### config.mk
export PLATFORM = sky130hd
export DESIGN_NAME = forwarding_hazard_unit_flat
export DESIGN_NICKNAME = d
export VERILOG_FILES = /design/src/rtl/forwarding_hazard_unit_pkg.sv /design/src/rtl/forwarding_hazard_unit_if.sv /design/src/rtl/forwarding_hazard_unit_fwd_match.sv /design/src/rtl/forwarding_hazard_unit.sv /design/src/flat_wrapper.sv
export SDC_FILE = /design/constraint.sdc
export NUM_CORES = 1
export LEC_CHECK = 0
export CAP_MARGIN = 40
export CORE_UTILIZATION = 40
export CTS_BUF_LIST = sky130_fd_sc_hd__clkbuf_8 sky130_fd_sc_hd__clkbuf_16
export DETAILED_ROUTE_END_ITERATION = 7
export PLACE_DENSITY_LB_ADDON = 0.15
export REMOVE_ABC_BUFFERS = 1
export SETUP_SLACK_MARGIN = 0.3
export SYNTH_ARGS = -nofsm -noshare
export SYNTH_HDL_FRONTEND = slang
export SYNTH_SLANG_ARGS = --single-unit
### constraint.sdc
create_clock -name clk -period 3.71 [get_ports clk]
set_clock_uncertainty 0.1 [all_clocks]
set_input_delay 0.742 -clock clk [delete_from_list [all_inputs] [get_ports clk]]
set_output_delay 0.742 -clock clk [all_outputs]
set_load 0.03 [all_outputs]
### src/rtl/forwarding_hazard_unit_pkg.sv
// Shared constants for the EX-stage forwarding/hazard control and the operand muxes it steers.
package forwarding_hazard_unit_pkg;

    localparam int RB_DEF = 5;
    localparam int CW_DEF = 16;

    localparam logic [RB_DEF-1:0] REG_ZERO = '0;

    typedef logic [1:0] sel_t;

    // Operand mux select codes; code 3 is unused and never produced.
    localparam sel_t SEL_RF    = 2'd0;
    localparam sel_t SEL_EXMEM = 2'd1;
    localparam sel_t SEL_MEMWB = 2'd2;

endpackage

### src/rtl/forwarding_hazard_unit_if.sv
// ID-stage request and EX-stage forwarding/stall response bundle.
interface forwarding_hazard_unit_if #(
    parameter int RB = 5,
    parameter int CW = 16
);
    logic          id_valid;
    logic [RB-1:0] id_rs;
    logic [RB-1:0] id_rt;
    logic          id_uses_rs;
    logic          id_uses_rt;
    logic [RB-1:0] id_rd;
    logic          id_reg_write;
    logic          id_mem_read;
    logic          flush;

    logic [1:0]    sel_a;
    logic [1:0]    sel_b;
    logic          stall;
    logic          pc_write_en;
    logic          ifid_write_en;
    logic          idex_bubble;
    logic [CW-1:0] stall_count;

    modport master (
        output id_valid, id_rs, id_rt, id_uses_rs, id_uses_rt, id_rd,
               id_reg_write, id_mem_read, flush,
        input  sel_a, sel_b, stall, pc_write_en, ifid_write_en, idex_bubble, stall_count
    );

    modport slave (
        input  id_valid, id_rs, id_rt, id_uses_rs, id_uses_rt, id_rd,
               id_reg_write, id_mem_read, flush,
        output sel_a, sel_b, stall, pc_write_en, ifid_write_en, idex_bubble, stall_count
    );
endinterface

### src/rtl/forwarding_hazard_unit_fwd_match.sv
// Producer/consumer compare for one source operand: picks which pipeline stage supplies it.
module fwd_match
    import forwarding_hazard_unit_pkg::*;
#(
    parameter int RB = RB_DEF
) (
    input  logic [RB-1:0] srcReg,
    input  logic          usesSrc,
    input  logic [RB-1:0] exRd,
    input  logic          exWr,
    input  logic [RB-1:0] memRd,
    input  logic          memWr,
    output sel_t          sel
);
    logic exHit;
    logic memHit;

    // r0 is hardwired to zero, so a write to it never forwards.
    assign exHit  = usesSrc && exWr  && (exRd  != RB'(REG_ZERO)) && (exRd  == srcReg);
    assign memHit = usesSrc && memWr && (memRd != RB'(REG_ZERO)) && (memRd == srcReg);

    // EX holds the younger result, so it wins when both stages write the register.
    always_comb begin
        sel = SEL_RF;
        if (exHit) begin
            sel = SEL_EXMEM;
        end else if (memHit) begin
            sel = SEL_MEMWB;
        end
    end
endmodule

### src/rtl/forwarding_hazard_unit.sv
// Tracks EX/MEM destination registers, registers operand mux selects as each
// instruction enters EX, and raises the load-use stall.
module forwarding_hazard_unit
    import forwarding_hazard_unit_pkg::*;
#(
    parameter int RB = RB_DEF,
    parameter int CW = CW_DEF
) (
    input logic                     clk,
    input logic                     reset,
    forwarding_hazard_unit_if.slave bus
);
    logic [RB-1:0] exRd;
    logic          exWr;
    logic          exLoad;
    logic [RB-1:0] memRd;
    logic          memWr;

    sel_t          selA;
    sel_t          selB;
    sel_t          matchA;
    sel_t          matchB;
    logic [CW-1:0] stallCount;

    logic          loadHazard;
    logic          stall;
    logic          advance;

    fwd_match #(.RB(RB)) uMatchA (
        .srcReg (bus.id_rs),
        .usesSrc(bus.id_uses_rs),
        .exRd   (exRd),
        .exWr   (exWr),
        .memRd  (memRd),
        .memWr  (memWr),
        .sel    (matchA)
    );

    fwd_match #(.RB(RB)) uMatchB (
        .srcReg (bus.id_rt),
        .usesSrc(bus.id_uses_rt),
        .exRd   (exRd),
        .exWr   (exWr),
        .memRd  (memRd),
        .memWr  (memWr),
        .sel    (matchB)
    );

    // A load in EX cannot forward yet; the consumer waits one cycle and then picks it up from MEM.
    assign loadHazard = exLoad && exWr && (exRd != RB'(REG_ZERO)) &&
                        ((bus.id_uses_rs && (exRd == bus.id_rs)) ||
                         (bus.id_uses_rt && (exRd == bus.id_rt)));
    assign stall   = bus.id_valid && !bus.flush && loadHazard;
    assign advance = bus.id_valid && !stall && !bus.flush;

    // Shadow of the EX and MEM destination fields; anything not advancing enters EX as a bubble.
    always_ff @(posedge clk or posedge reset) begin
        if (reset) begin
            exRd   <= '0;
            exWr   <= 1'b0;
            exLoad <= 1'b0;
            memRd  <= '0;
            memWr  <= 1'b0;
        end else begin
            memRd <= exRd;
            memWr <= exWr;
            if (advance) begin
                exRd   <= bus.id_rd;
                exWr   <= bus.id_reg_write;
                exLoad <= bus.id_mem_read;
            end else begin
                exRd   <= '0;
                exWr   <= 1'b0;
                exLoad <= 1'b0;
            end
        end
    end

    // Selects are captured alongside the instruction entering EX; bubbles read the register file.
    always_ff @(posedge clk or posedge reset) begin
        if (reset) begin
            selA <= SEL_RF;
            selB <= SEL_RF;
        end else if (advance) begin
            selA <= matchA;
            selB <= matchB;
        end else begin
            selA <= SEL_RF;
            selB <= SEL_RF;
        end
    end

    // Stall-cycle counter for performance debug; holds at all-ones instead of wrapping.
    always_ff @(posedge clk or posedge reset) begin
        if (reset) begin
            stallCount <= '0;
        end else if (stall && (stallCount != '1)) begin
            stallCount <= stallCount + CW'(1);
        end
    end

    assign bus.sel_a         = selA;
    assign bus.sel_b         = selB;
    assign bus.stall         = stall;
    assign bus.pc_write_en   = !stall;
    assign bus.ifid_write_en = !stall;
    assign bus.idex_bubble   = stall || bus.flush;
    assign bus.stall_count   = stallCount;
endmodule

### src/flat_wrapper.sv
// flat-port wrapper written by rule: the top's interface ports become plain ports
module forwarding_hazard_unit_flat import forwarding_hazard_unit_pkg::*;
#(
    parameter int RB = RB_DEF,
    parameter int CW = CW_DEF
)
  (clk, reset, bus_id_valid, bus_id_rs, bus_id_rt, bus_id_uses_rs, bus_id_uses_rt, bus_id_rd, bus_id_reg_write, bus_id_mem_read, bus_flush, bus_sel_a, bus_sel_b, bus_stall, bus_pc_write_en, bus_ifid_write_en, bus_idex_bubble, bus_stall_count);
  forwarding_hazard_unit_if #(.RB(RB), .CW(CW)) bus_i ();
  input logic clk;
  input logic reset;
  input wire logic [$bits(bus_i.id_valid)-1:0] bus_id_valid;
  input wire logic [$bits(bus_i.id_rs)-1:0] bus_id_rs;
  input wire logic [$bits(bus_i.id_rt)-1:0] bus_id_rt;
  input wire logic [$bits(bus_i.id_uses_rs)-1:0] bus_id_uses_rs;
  input wire logic [$bits(bus_i.id_uses_rt)-1:0] bus_id_uses_rt;
  input wire logic [$bits(bus_i.id_rd)-1:0] bus_id_rd;
  input wire logic [$bits(bus_i.id_reg_write)-1:0] bus_id_reg_write;
  input wire logic [$bits(bus_i.id_mem_read)-1:0] bus_id_mem_read;
  input wire logic [$bits(bus_i.flush)-1:0] bus_flush;
  output wire logic [$bits(bus_i.sel_a)-1:0] bus_sel_a;
  output wire logic [$bits(bus_i.sel_b)-1:0] bus_sel_b;
  output wire logic [$bits(bus_i.stall)-1:0] bus_stall;
  output wire logic [$bits(bus_i.pc_write_en)-1:0] bus_pc_write_en;
  output wire logic [$bits(bus_i.ifid_write_en)-1:0] bus_ifid_write_en;
  output wire logic [$bits(bus_i.idex_bubble)-1:0] bus_idex_bubble;
  output wire logic [$bits(bus_i.stall_count)-1:0] bus_stall_count;
  assign bus_i.id_valid = bus_id_valid;
  assign bus_i.id_rs = bus_id_rs;
  assign bus_i.id_rt = bus_id_rt;
  assign bus_i.id_uses_rs = bus_id_uses_rs;
  assign bus_i.id_uses_rt = bus_id_uses_rt;
  assign bus_i.id_rd = bus_id_rd;
  assign bus_i.id_reg_write = bus_id_reg_write;
  assign bus_i.id_mem_read = bus_id_mem_read;
  assign bus_i.flush = bus_flush;
  assign bus_sel_a = bus_i.sel_a;
  assign bus_sel_b = bus_i.sel_b;
  assign bus_stall = bus_i.stall;
  assign bus_pc_write_en = bus_i.pc_write_en;
  assign bus_ifid_write_en = bus_i.ifid_write_en;
  assign bus_idex_bubble = bus_i.idex_bubble;
  assign bus_stall_count = bus_i.stall_count;
  forwarding_hazard_unit #(.RB(RB), .CW(CW)) u_core (.clk(clk), .reset(reset), .bus(bus_i));
endmodule
==> results of run 1 <==
kinds of logic after synthesis:
| logic type | after synthesis | synth area share [%] |
|---|---|---|
| AOI/OAI and AO/OA | 11 | 5.28 |
| xor gates and xnor gates | 32 | 16.9 |
| adders and majority gates | 1 | 0.755 |
| buffers and inverters | 7 | 2.26 |
| DFF | 33 | 49.8 |
| muxes | 2 | 1.58 |
| and+or+nand+nor | 72 | 23.4 |
state kept, by name (all words and copies together) (netlist names):
register / count
u_core.bus.sel_a: 2
u_core.bus.sel_b: 2
u_core.bus.stall_count: 16
u_core.exLoad: 1
u_core.exRd: 5
u_core.exWr: 1
u_core.memRd: 5
u_core.memWr: 1
per-layer routing:
layer	GRT usage (%)	wire, um
met1	23.9	1810
met2	30.5	1800
met3	5.86	122
met4	6.38	31
met5	0	0
placed cells by master, fill, tap and decap left out, types with 2 or more instances in the layout:
| master | n |
|---|---|
| clkdlybuf4s50_1 | 41 |
| dfrtp_1 | 33 |
| xor2_1 | 19 |
| nand2_1 | 13 |
| xnor2_1 | 12 |
| nor3_1 | 9 |
| nand3_1 | 9 |
| nor2_1 | 9 |
| and2_1 | 8 |
| nand4_1 | 7 |
| buf_4 | 7 |
| inv_1 | 5 |
| and3_1 | 5 |
| clkbuf_8 | 5 |
| a21oi_1 | 3 |
| clkinvlp_4 | 3 |
| nor2b_1 | 2 |
| nor4_1 | 2 |
| a211oi_1 | 2 |
| a31oi_1 | 2 |
final timing paths:
kind                       slack (ps)           start  depth (start not counted)                         to
max reg2reg                      1490  u_core.exRd[0]                          7             u_core.exRd[3]
min in group asynchronous         750           reset                          3             u_core.exRd[0]
max                               340    bus_id_rs[3]                          8            bus_pc_write_en
min reg2reg                       300     u_core.exWr                          0               u_core.memWr
max in group asynchronous        2470           reset                          3  u_core.bus.stall_count[9]
min                               300     u_core.exWr                          0               u_core.memWr
cell type report:
| type | count | share of cell area (%) |
|---|---|---|
| multi-input combinational | 118 | 35.1 |
| clock inverter | 3 | 0.980 |
| clock buffer | 5 | 3.00 |
| timing repair buffer | 51 | 21.4 |
| inverter | 5 | 0.817 |
| tap | 50 | 2.72 |
| sequential | 33 | 35.9 |
through the flow:
step                      std cells  setup WS, ps  cell area, um^2  power (W)
final                           265           342             2300   0.000711
after global routing            265           286             2300   0.000747
after CTS                       265           315             2290   0.000720
after detailed placement        257          6.26             2190   0.000446
after global placement          257           128             2190   0.000443
after floorplan                 156           915             1640   0.000407
power groups by stage:
stage | Clock [W] | Sequential [W] | Combinational, W
after floorplan | 0 | 0.000377 | 0.0000302
after global placement | 0 | 0.000378 | 0.0000648
after detailed placement | 0 | 0.000379 | 0.0000669
after CTS | 0.000281 | 0.000372 | 0.0000673
after global routing | 0.000301 | 0.000372 | 0.0000741
final | 0.000271 | 0.000372 | 0.0000678
==> flow_summary.yaml, run 1 <==
sta:
  hold_viol: 0
  tightest_slew_ps: 456
  whs_ps: 296
  setup_tns_ps: 0
  rsz0062_at_grt: "true"
  slew_headroom_pct: 69.3
  slew_viol_final: 0
  max_freq_ghz: 0.297
  min_period_ps: 3370
  fin_crit_sh_pct: 90.8
  setup_viol: 0
routing:
  ant_nets: 0
  drc: 0
  first_iter_violations: 86
  routedWlPerCell_um: 14.2
  viasPerCell: 5.16
  totalWireLength_um: 3760
  firstDrtPassIters: 5
  vias: 1368
critical_path:
  worst_setup_path_end_kind: "output pin"
  crit_type: "in -> out"
  crit_buf_inv: 3
  crit_slowest_cell: "clkdlybuf4s50_1"
  critPathMaxStageDelay_ps: 520
  path_delay_family: "buffers and inverters"
  cp_cell_sequence: "clkdlybuf4s50_1, xnor2_1, nand4_1, or3_4, nand2_1, and2_4, inv_1, clkdlybuf4s15_2"
  worstPathArrival_ps: 2530
  required_ps: 2870
  critPathLaunchType: "input pin"
  cp_max_fo: 3
clock_tree:
  postCtsHoldBufs: 0
  cts_resized: 6
  h-tree-depth: 2
  clk_pin_slew_ps: 70
  root_buffer: "clkbuf_8"
  clockBufferDepth: 2
  postCtsSetupRepairBufs: 0
  tritoncts: "built"
  numCtsBuffers: 5
  cts.sinks: 33
  clk_latency_ps: 290
placement:
  port_buffers: 46
  routabilityCongestion: 0.843
  dp_hpwl_um: 2810
floorplanning:
  die-area_um2: 4410
  die_w_um: 66.4
  start_util_pct: 41.4
  core_area_um2: 4000
  rows: 23
  ios: 47
  die_h_um: 66.4
layout:
  ff_latch_area_um2: 826
  drive_gt1_share_pct: 11.2
  fin_nets: 238
  fillers: 351
  final_util_pct: 57.4
  diodes: 0
  area.growth.synth_to_final_pct: 38.6
  multiInputGateArea_um2: 807
global_route:
  antenna_found_initial: 0
  grtUsageTotal_pct: 18.9
  overflow: 0
  grt_pass1_vias: 1295
  grt_pass1_wl_um: 6010
  grt_max_degree: 34
synth:
  ys.flop_type: "dfrtp_1"
  yosysUniqueCellTypes: 32
  synth_area_leaders: "dfrtp_1 (50%), xor2_1 (10%), xnor2_1 (6.9%), and2_1 (3.0%), nand2_1 (2.9%)"
  syn_area_um2: 1660
  ys_ff_latch: 33
  yosys_warnings: 0
  synth_edf_count: 0
  synth_top_area_cell: "dfrtp_1"
  synth_cells: 158
  netlist_top_cells_count: "dfrtp_1 (33), xor2_1 (19), nand2_1 (13), xnor2_1 (13)"
  synth_top_area_share_pct: 49.8
  ys_seq_area_share_pct: 49.8
  synthArstFlopShare_pct: 100
  yosysMostFrequentCell: "dfrtp_1"
  syn_avg_cell_area_um2: 10.5
power:
  switching_share_pct: 24.8
  powerDensity_nw_per_um2: 310
  ir_worst_vdd_mv: 0.188
  switching_power_w: 0.000177
  cellLeakagePower_nw: 1.03
  seq_power_share_pct: 52.3
  clkPwrFrac_pct: 38.1
  combPwrFrac_pct: 9.5
  intPower_w: 0.000535
run_status:
  status: "completed"
hold_path:
  holdCritPathClass: "reg -> reg"
job:
  max-cap-violations: 0
No activity file was read; power rests on OpenSTA's default activity.
==> inputs of run 2 (changes only) <==
--- a/config.mk
+++ b/config.mk
@@ -9,6 +9,7 @@
 export CORE_UTILIZATION = 40
 export CTS_BUF_LIST = sky130_fd_sc_hd__clkbuf_8 sky130_fd_sc_hd__clkbuf_16
 export DETAILED_ROUTE_END_ITERATION = 7
+export GPL_TIMING_DRIVEN = 0
 export PLACE_DENSITY_LB_ADDON = 0.15
 export REMOVE_ABC_BUFFERS = 1
 export SETUP_SLACK_MARGIN = 0.3
==> run 2 against run 1 <==
Net effect:
- fmax decreased by 1.1%
- flip-flop and latch count unchanged
- utilization decreased by 0.44 points
- non-clock buffer count decreased by 4
==> flow_summary.yaml, run 2 (same netlist as run 1, synthesis figures left out) <==
placement:
  dp_slack_ps: -287
  port_buffers: 46
  routabilityCongestion: 0.827
  dp.cells: 253
  placed_cell_area_um2: 2190
  dp_hpwl_um: 2750
layout:
  fin_nets: 234
  area.growth.synth_to_final_pct: 37.5
  diodes: 0
  fillers: 312
  layout.cells.non_filler: 260
  final_cell_mix: "clkdlybuf4s50_1 (42), dfrtp_1 (33), xor2_1 (19)"
  largest_register_ffs: 16
  drive_gt1_share_pct: 9.52
  design_area_um2: 2280
  final_util_pct: 57.0
  final_common_cell: "clkdlybuf4s50_1"
sta:
  setup_viol: 0
  max_freq_ghz: 0.294
  worst_slack_ps: 304
  fin_crit_sh_pct: 91.8
  hold_viol: 0
  rsz0062_at_grt: "true"
  tightest_slew_ps: 670
  slew_viol_final: 0
  min_period_ps: 3410
  slew_headroom_pct: 55.3
routing:
  totalWireLength_um: 3690
  ant_nets: 0
  vias: 1376
  firstDrtPassIters: 4
  viasPerCell: 5.29
  drc: 0
  first_iter_violations: 45
  routedWlPerCell_um: 14.2
power:
  ir_worst_vdd_mv: 0.172
  powerDensity_nw_per_um2: 312
  cellLeakagePower_nw: 1.01
  power_w: 0.000711
floorplanning:
  start_util_pct: 41.4
  die_w_um: 66.4
  core_area_um2: 4000
  ios: 47
  rows: 23
  die_h_um: 66.4
  die-area_um2: 4410
clock_tree:
  clk_pin_slew_ps: 70
  clockBufferDepth: 2
  numCtsBuffers: 5
  clk_latency_ps: 280
  postCtsSetupRepairBufs: 0
  tritoncts: "built"
  postCtsHoldBufs: 0
  cts.sinks: 33
  h-tree-depth: 2
  root_buffer: "clkbuf_8"
job:
  max-cap-violations: 0
critical_path:
  cp_max_fo: 5
  required_ps: 2870
  crit_type: "in -> out"
  worst_setup_path_end_kind: "output pin"
  worstPathArrival_ps: 2560
  critPathLaunchType: "input pin"
  reg2reg_slack_ps: 1560
global_route:
  grt_pass1_wl_um: 6380
  grt_pass1_vias: 1423
  overflow: 0
  grt_max_degree: 20
  grtUsageTotal_pct: 19.4
  antenna_found_initial: 0
run_status:
  status: "completed"
hold_path:
  holdCritPathClass: "reg -> reg"
## run 2: changes by cell type in the layout (fill, tap and decap cells not counted), sizes merged
cell           before  now
dlymetal6s2s        1    0
buf                 8    5
clkdlybuf4s15       1    0
clkbuf              5    6
clkinvlp            3    0
clkdlybuf4s50      41   42
inv                 5    6
## run 2: final timing paths
kind / cells after the start / start / endpoint
worst max-delay path: 7 / bus_id_rs[3] / bus_idex_bubble
worst min-delay path: 0 / u_core.exWr / u_core.memWr
worst max register to register: 5 / u_core.exRd[0] / u_core.bus.stall_count[1]
worst min register to register: 0 / u_core.exWr / u_core.memWr
max in group asynchronous: 3 / reset / u_core.exLoad
min in group asynchronous: 2 / reset / u_core.bus.stall_count[9]
## run 2: power breakdown
part	leakage [nW]	switching, W	internal, W
Sequential	0.454	0.00000659	0.000365
Combinational	0.505	0.0000306	0.0000386
Clock	0.0485	0.000126	0.000144
## run 2: through the flow
step                hold slack (ps)  setup TNS (ps)
floorplan                       254               0
global placement                264            -435
detailed placement              297            -596
CTS                             312               0
global route                    322               0
finish                          299               0
## run 2: metal layers
layer / global-route usage, % / up-vias / part of all wire (%)
met3: 4.83 / 14 / 5.6
met5: 0 / - / 0
met4: 9.31 / 0 / 2.8
li1: - / 645 / -
met2: 32.1 / 61 / 48
met1: 23.5 / 656 / 44
## run 2: final cells by class
type	instances	area [um^2]	area share [%]
Clock inverter	1	3.75	0.165
Timing Repair Buffer	47	468	20.5
Inverter	5	18.8	0.823
Multi-Input combinational cell	118	818	35.9
Clock buffer	6	82.6	3.62
Tap cell	50	62.6	2.74
Sequential cell	33	826	36.2
## run 2: worst max-delay path: stages
cell and delay (ps):
clkdlybuf4s50_1 520, xnor2_1 140, nand4_1 190, or3_4 410, a21oi_4 240, a21o_1 140, buf_2 180
## run 2: repair_timing
action,in CTS,in global routing
resized for setup,21,4
pin swaps,0,1
setup endpoints to repair,4,4
endpoints found under the hold margin,0,0
gates cloned,0,0
==> inputs of run 3 (changes only) <==
--- a/config.mk
+++ b/config.mk
@@ -5,7 +5,6 @@
 export SDC_FILE = /design/constraint.sdc
 export NUM_CORES = 1
 export LEC_CHECK = 0
-export CAP_MARGIN = 40
 export CORE_UTILIZATION = 40
 export CTS_BUF_LIST = sky130_fd_sc_hd__clkbuf_8 sky130_fd_sc_hd__clkbuf_16
 export DETAILED_ROUTE_END_ITERATION = 7
==> run 3 against run 2 <==
Net effect:
- die area is the same
- flip-flop and latch count unchanged
- register-to-register slack worse by 180 ps
- critical path depth increased by 1
- clock-buffer cell count grew 1
- cell count rose by 1.5%
==> flow_summary.yaml, run 3 (same netlist as run 1, synthesis figures left out) <==
floorplanning:
  core_area_um2: 4000
  rows: 23
  ios: 47
  start_util_pct: 41.4
  die-area_um2: 4410
  die_w_um: 66.4
  die_h_um: 66.4
critical_path:
  reg2reg_slack_ps: 1380
  required_ps: 2870
  crit_cells: 8
  crit_type: "in -> out"
  critPathMaxStageDelay_ps: 520
  worst_setup_path_end_kind: "output pin"
  worstRegToRegCells: 8
  cp-endpoint: "bus_pc_write_en"
  cp_max_fo: 7
  startpoint: "bus_id_rt[0]"
  r2r_start: "u_core.exRd[3]"
  cp_cell_sequence: "clkdlybuf4s50_1, xnor2_1, nand4_1, or3_4, nand2_4, and2_4, inv_1, buf_2"
  reg2reg_to: "u_core.bus.stall_count[7]"
  crit_slowest_cell: "clkdlybuf4s50_1"
  worstPathArrival_ps: 2480
  crit_buf_inv: 3
  path_delay_family: "simple AND/OR/NAND/NOR gates"
  critPathLaunchType: "input pin"
sta:
  fin_crit_sh_pct: 89.6
  hold_viol: 0
  setup_viol: 0
  max_freq_ghz: 0.301
  slew_headroom_pct: 67.5
  worst_slack_ps: 386
  min_period_ps: 3320
  rsz0062_at_grt: "false"
  slew_viol_final: 0
  tightest_slew_ps: 484
layout:
  area.growth.synth_to_final_pct: 41.1
  layout.cells.non_filler: 264
  drive_gt1_share_pct: 12.1
  largest_register_ffs: 16
  final_common_cell: "clkdlybuf4s50_1"
  diodes: 0
  ff_latch_area_um2: 826
  fillers: 321
  fin_nets: 237
  multiInputGateArea_um2: 831
  final_cell_mix: "clkdlybuf4s50_1 (39), dfrtp_1 (33), xor2_1 (19)"
hold_path:
  holdCritPathClass: "reg -> reg"
  hp-start: "u_core.exWr"
power:
  switching_share_pct: 22.7
  ir_worst_vdd_mv: 0.187
  clkPwrFrac_pct: 40.2
  cellLeakagePower_nw: 1.06
  intPower_w: 0.000573
  powerDensity_nw_per_um2: 317
  combPwrFrac_pct: 9.6
  seq_power_share_pct: 50.2
  switching_power_w: 0.000168
clock_tree:
  root_buffer: "clkbuf_8"
  numCtsBuffers: 5
  cts.sinks: 33
  clockBufferDepth: 2
  clk_latency_ps: 280
  tritoncts: "built"
  clk_pin_slew_ps: 60
  h-tree-depth: 2
placement:
  port_buffers: 46
  dp_hpwl_um: 2700
  routabilityCongestion: 0.827
  dp_slack_ps: -297
  dp.cells: 252
routing:
  routed.top_layer: "met4"
  first_iter_violations: 55
  routedWlPerCell_um: 14.6
  vias: 1383
  wl_met2_um: 1910
  totalWireLength_um: 3860
  drt-met1-wl_um: 1690
  drc: 0
  wl_met3_um: 211
  ant_nets: 0
  firstDrtPassIters: 4
  viasPerCell: 5.24
global_route:
  grtUsageTotal_pct: 19.5
  grt_max_degree: 34
  grt_pass1_wl_um: 6310
  antenna_found_initial: 0
  overflow: 0
  grt_pass1_vias: 1371
job:
  max-cap-violations: 0
run_status:
  status: "completed"
-- run 3: final cells by class --
cell class | instances | area share, %
clock buffers | 7 | 4.12
repair buffers | 50 | 21.4
flip-flops and latches | 33 | 35.3
well taps | 50 | 2.67
multi-input cells | 118 | 35.5
inverters | 5 | 0.802
clock inverters | 1 | 0.214
-- run 3: routing by layer --
layer | up-vias | track usage [%]
met5 | - | 0
met4 | 0 | 6.91
met3 | 8 | 5.69
met2 | 53 | 32.5
met1 | 667 | 23.9
li1 | 655 | -
-- run 3: worst min-delay path by stage --
stage              endpoint  slack (ps)  cells past startpoint
2_1_floorplan  u_core.memWr         250                      0
3_3_place_gp   u_core.memWr         260                      0
3_5_place_dp   u_core.memWr         270                      0
4_1_cts        u_core.memWr         280                      0
5_1_grt        u_core.memWr         300                      0
6_report       u_core.memWr         280                      0
-- run 3: worst reg2reg max path: stages (launching register included) --
cell and delay, ps:
dfrtp_1 430, xnor2_1 210, nand4_1 190, buf_4 190, buf_4 120, nor3_1 380, o211ai_4 220, nor3_1 260
xor2_1 170
-- run 3: stage by stage --
stage	TNS, ps	total power [W]	cell area, um^2	util [%]	hold WS [ps]
after floorplan	0	0.000407	1640	-	254
after global placement	-435	0.000441	2160	54.1	264
after detailed placement	-640	0.000443	2160	54.1	272
after CTS	0	0.000741	2290	57.2	284
after global routing	0	0.000776	2340	58.5	301
final	0	0.000741	2340	58.5	284
-- run 3: timing repair --
action                                  4_1_cts  5_1_grt
buffers inserted                              1        2
gates cloned                                  0        0
gates resized for setup                      21       11
endpoints found under the hold margin         0        0
pin swaps                                     1        3
hold buffers                                  0        0
endpoints found under the setup margin        4        4
-- run 3: power by group through the flow --
stage                     sequential (W)  clock (W)  combinational (W)
final                           0.000372   0.000298          0.0000714
after detailed placement        0.000378          0          0.0000648
after global placement          0.000378          0          0.0000627
after CTS                       0.000372   0.000303          0.0000667
after floorplan                 0.000377          0          0.0000302
after global routing            0.000372   0.000326          0.0000779
==> RTL edit 1: new RTL, settings of run 1 <==
Change the package constant `REG_ZERO` from '0 to 1.
--- a/src/rtl/forwarding_hazard_unit_pkg.sv
+++ b/src/rtl/forwarding_hazard_unit_pkg.sv
@@ -6,3 +6,3 @@
 
-    localparam logic [RB_DEF-1:0] REG_ZERO = '0;
+    localparam logic [RB_DEF-1:0] REG_ZERO = 1;
 
Function: changed (Yosys sat finds a counterexample within 4 cycles, from zero or initial values and one cycle with reset high).
==> RTL edit 1 against run 1 <==
- first-iteration DRC count decreased by 24%
- sequential cell count unchanged
- setup slack improved by 0.15 ns
- via count decreased by 3.1%
- total power increased by 0.47%
- critical path depth unchanged
- sequential power about the same
- wire length decreased by 2.2%
- design area about the same
- area after synthesis increased by 1.6%
- critical path type unchanged
- critical endpoint is now bus_idex_bubble
==> RTL edit 1: results <==
group,metric,value,unit
yosys,complex_gate_fraction_of_the_synthesized_area,4.829,%
power,ir_drop_worst_vdd,0.0001476,V
drt,met1Wirelength,1856,um
grt,global_route.usage.met2,25.13,%
yosys,synth_fa_ha_area_share,0.7429,%
power,power.static_leakage,1.012,nW
drt,number_of_iterations_in_the_first_detailed_routing_pass,5,
hold_path,hold_start,"u_core.exWr",
yosys,synth.area.mux_share,2.006,%
clock_network,clock-root-buffer,"sky130_fd_sc_hd__clkbuf_8",
yosys,synth_cell_type_count,36,
yosys,synth-edff-count,0,
yosys,synthTopCellsByArea,"sky130_fd_sc_hd__dfrtp_1 (49%), sky130_fd_sc_hd__xor2_1 (12%), sky130_fd_sc_hd__xnor2_1 (4.7%), sky130_fd_sc_hd__and2_1 (4.1%), sky130_fd_sc_hd__nor4_1 (3.7%)",
placement,dp.final_hpwl,2774,um
layout,filler_cell_count,355,
layout,nets,231,
worst_setup_path,critical_path.max_stage_delay,0.45,ns
sta,period_needed,3.214,ns
drt,routed-wl-met2,1589,um
drt,post_drt_wl_per_cell,14.30,um
sta,measured_slew_at_the_worst_slew_check_pin,0.4179,ns
clock_network,cts.htree.levels,2,
drt,vias_per_cell,5.160,
yosys,ys_warn_count,0,
drt,detailroute.wirelength.met3,178,um
worst_setup_path,critical_path_arrival,2.37,ns
outcome,run_status,"completed",
hold_path,holdCritPathClass,"flip-flop to flip-flop",
worst_setup_path,regToRegEndpoint,"u_core.bus.stall_count[6]",
placement,gpl_wtd_cong,0.8368,
worst_setup_path,cp-endpoint,"bus_idex_bubble",
layout,post_route_cells_drive_above_1_share,11.11,%
grt,grtUsageMet1,26.19,%
grt,grt_use_met3,4.623,%
worst_setup_path,critical_path.startpoint,"bus_id_rt[3]",
yosys,synthTopCellsByCount,"sky130_fd_sc_hd__dfrtp_1 (33), sky130_fd_sc_hd__xor2_1 (24), sky130_fd_sc_hd__and2_1 (11)",
grt,first_global_vias,1268,
yosys,synth_xor_xnor_area_share,17.16,%
worst_setup_path,crit-reg2reg-launch,"u_core.exRd[3]",
yosys,synth_flop_cell,"sky130_fd_sc_hd__dfrtp_1",
worst_setup_path,worstPathMaxFanout,4,
drt,drt_first_iter_violations,65,
worst_setup_path,critical-path-top-delay-family,"simple AND/OR/NAND/NOR gates",
grt,grt_start_max_net_pins,34,
grt,grt_util_all_layers,18.06,%
grt,first_pass_grt_wire_length,5865,um
placement,post-place-ws,0.02493,ns
yosys,ys_async_sr_fraction,100.0,%
worst_setup_path,ff2ff_setup_slack,1.51,ns
yosys,seq_area_frac_synth,49.03,%
sta,final.hold.worst_slack,0.2807,ns
-- RTL edit 1: cell count changes after synthesis, moves of 3 or more --
cell,run 1,this run
sky130_fd_sc_hd__nor4_1,2,10
sky130_fd_sc_hd__xor2_1,19,24
sky130_fd_sc_hd__nor3_1,9,3
sky130_fd_sc_hd__nand2_1,13,8
sky130_fd_sc_hd__and3_1,5,2
sky130_fd_sc_hd__mux2_1,0,3
sky130_fd_sc_hd__a21oi_1,3,0
sky130_fd_sc_hd__and2_1,8,11
sky130_fd_sc_hd__xnor2_1,13,9
-- RTL edit 1: area by class of cell --
type | instances | area, um^2 | area share, %
Inverter | 3 | 11.26 | 0.4905
Clock buffer | 6 | 82.58 | 3.597
Clock inverter | 1 | 7.507 | 0.3270
Tap cell | 50 | 62.56 | 2.725
Timing Repair Buffer | 51 | 483.0 | 21.04
Multi-Input combinational cell | 113 | 823.3 | 35.86
Sequential cell | 33 | 825.8 | 35.97
-- RTL edit 1: what timing repair did --
item	in CTS	in global routing
endpoints found under the hold margin	0	0
endpoints found under the setup margin	2	2
gates resized for setup	2	4
-- RTL edit 1: stage by stage --
step,std cells,power (mW),cell area [um^2]
2_1_floorplan,149,0.4067,1660
3_3_place_gp,250,0.4437,2216
3_5_place_dp,250,0.4457,2216
4_1_cts,257,0.7231,2303
5_1_grt,257,0.7448,2296
6_report,257,0.7146,2296
-- RTL edit 1: power by group --
part / total, mW / leakage, nW / internal (mW) / switching (mW)
registers: 0.372 / 0.454 / 0.365 / 0.00661
clock network: 0.277 / 0.0433 / 0.147 / 0.130
logic: 0.0659 / 0.514 / 0.0371 / 0.0289
total: 0.715 / 1.01 / 0.549 / 0.166
==> RTL edit 2: new RTL, config.mk and constraints of run 1 <==
Without the edit above. Take the reset off `memRd` and load it in a clocked block of its own.
--- a/src/rtl/forwarding_hazard_unit.sv
+++ b/src/rtl/forwarding_hazard_unit.sv
@@ -61,6 +61,4 @@
             exLoad <= 1'b0;
-            memRd  <= '0;
             memWr  <= 1'b0;
         end else begin
-            memRd <= exRd;
             memWr <= exWr;
@@ -76,2 +74,6 @@
         end
+    end
+
+    always_ff @(posedge clk) begin
+        memRd <= exRd;
     end
Behaviour: same outputs for any inputs over 10 cycles, from zero or initial values and one cycle with reset high; that may be too few to reach the edited logic, so the function may still have changed.
==> RTL edit 2 against run 1 <==
- setup slack gained 0.075 ns
- design area is 1.5% lower
- register-to-register slack improved by 0.03 ns
- sequential share of layout area down 0.57 points
- total power decreased by 2.9%
- wire length fell by 2.8%
- area after synthesis shrank 1.5%
- worst hold slack got worse by 0.017 ns
- sequential cell count stayed put
- sequential power about the same
- global-route usage grew 0.95 points
- largest power group unchanged
==> RTL edit 2: results <==
group,metric,value,unit
outcome,run_status,"completed",
drt,drt_first_iter_violations,73,
power,internal_power,531.3,uW
power,ir_drop_worst_vdd,0.0002217,V
placement,placedInstanceArea,0.002187,mm^2
yosys,post_syn_area_per_cell,10.33,um^2
sta,maxSlewHeadroom,66.85,%
grt,first_pass_grt_wire_length,6417,um
placement,dp.final_hpwl,2914,um
placement,post-place-ws,0.05477,ns
yosys,ys_async_sr_fraction,84.85,%
placement,dp.cells,255,
drt,num_vias,1376,
hold_path,holdCritPathClass,"flip-flop to flip-flop",
yosys,synth_cell_type_count,33,
yosys,synthTopCellsByCount,"sky130_fd_sc_hd__dfrtp_1 (28), sky130_fd_sc_hd__xor2_1 (19), sky130_fd_sc_hd__nand2_1 (13), sky130_fd_sc_hd__xnor2_1 (13)",
power,power.static_leakage,1.003,nW
yosys,seq_area_frac_synth,49.04,%
yosys,synthTopCellsByArea,"sky130_fd_sc_hd__dfrtp_1 (43%), sky130_fd_sc_hd__xor2_1 (10%), sky130_fd_sc_hd__xnor2_1 (7.0%), sky130_fd_sc_hd__dfxtp_1 (6.1%), sky130_fd_sc_hd__and2_1 (3.1%)",
power,comb_power_share,9.9,%
placement,gpl_wtd_cong,0.9259,
worst_setup_path,critical_path_arrival,2.45,ns
grt,grt_start_max_net_pins,20,
clock_network,clock-root-buffer,"sky130_fd_sc_hd__clkbuf_8",
power,p_clk,251,uW
power,power,690.8,uW
yosys,synth_top_cell_area_share,42.91,%
layout,post_route_cells_drive_above_1_share,10.23,%
worst_setup_path,timing.critical_path.slowest_stage_cell,"sky130_fd_sc_hd__clkdlybuf4s50_1",
drt,number_of_iterations_in_the_first_detailed_routing_pass,5,
drt,post_drt_wl_per_cell,13.88,um
layout,area_of_combinational_cells_with_multiple_inputs,798.3,um^2
layout,filler_cell_count,310,
drt,routed_wl,3651,um
RTL edit 2: cell types whose count changed in the layout (fill, tap and decap cells not counted), sizes merged:
cell / change
dfrtp: -5
clkinvlp: -3
clkbuf: +2
clkinv: +2
inv: +1
dfxtp: +5
dlymetal6s2s: -1
clkdlybuf4s50: +1
buf: -1
clkdlybuf4s15: -1
RTL edit 2: worst paths after layout:
kind / slack, ns / start / to
worst max-delay path: 0.42 / bus_id_rt[2] / bus_stall
min in group asynchronous: 0.68 / reset / u_core.bus.stall_count[3]
worst max register to register: 1.52 / u_core.exRd[0] / u_core.exRd[0]
worst min register to register: 0.28 / u_core.exWr / u_core.memWr
max in group asynchronous: 2.37 / reset / u_core.bus.sel_a[0]
worst min-delay path: 0.28 / u_core.exWr / u_core.memWr
RTL edit 2: repair_timing:
action / 4_1_cts / 5_1_grt
buffers inserted: 0 / 0
resized for setup: 2 / 5
setup endpoints to repair: 2 / 3
RTL edit 2: cells by family after synthesis:
group / synth area share [%]
muxes: 1.609
DFF: 49.04
buffers and inverters: 2.299
xor gates and xnor gates: 17.16
adders and majority gates: 0.7662
and+or+nand+nor: 23.75
AOI/OAI and AO/OA: 5.364
RTL edit 2: cell type report:
type / count / share of cell area, %
repair buffers: 51 / 22.22
inverters: 5 / 0.8292
clock inverters: 3 / 0.6081
flip-flops and latches: 33 / 35.38
multi-input cells: 118 / 35.27
clock buffers: 5 / 3.040
well taps: 48 / 2.653
RTL edit 2: layer usage:
metal | wire [um] | vias up | part of all wire [%] | track usage, %
met3 | 217 | 7 | 5.9 | 5.345
met4 | 52 | 0 | 1.4 | 8.152
li1 | - | 655 | - | -
met2 | 1746 | 54 | 48 | 30.48
met5 | 0 | - | 0 | 0
met1 | 1635 | 660 | 45 | 26.23
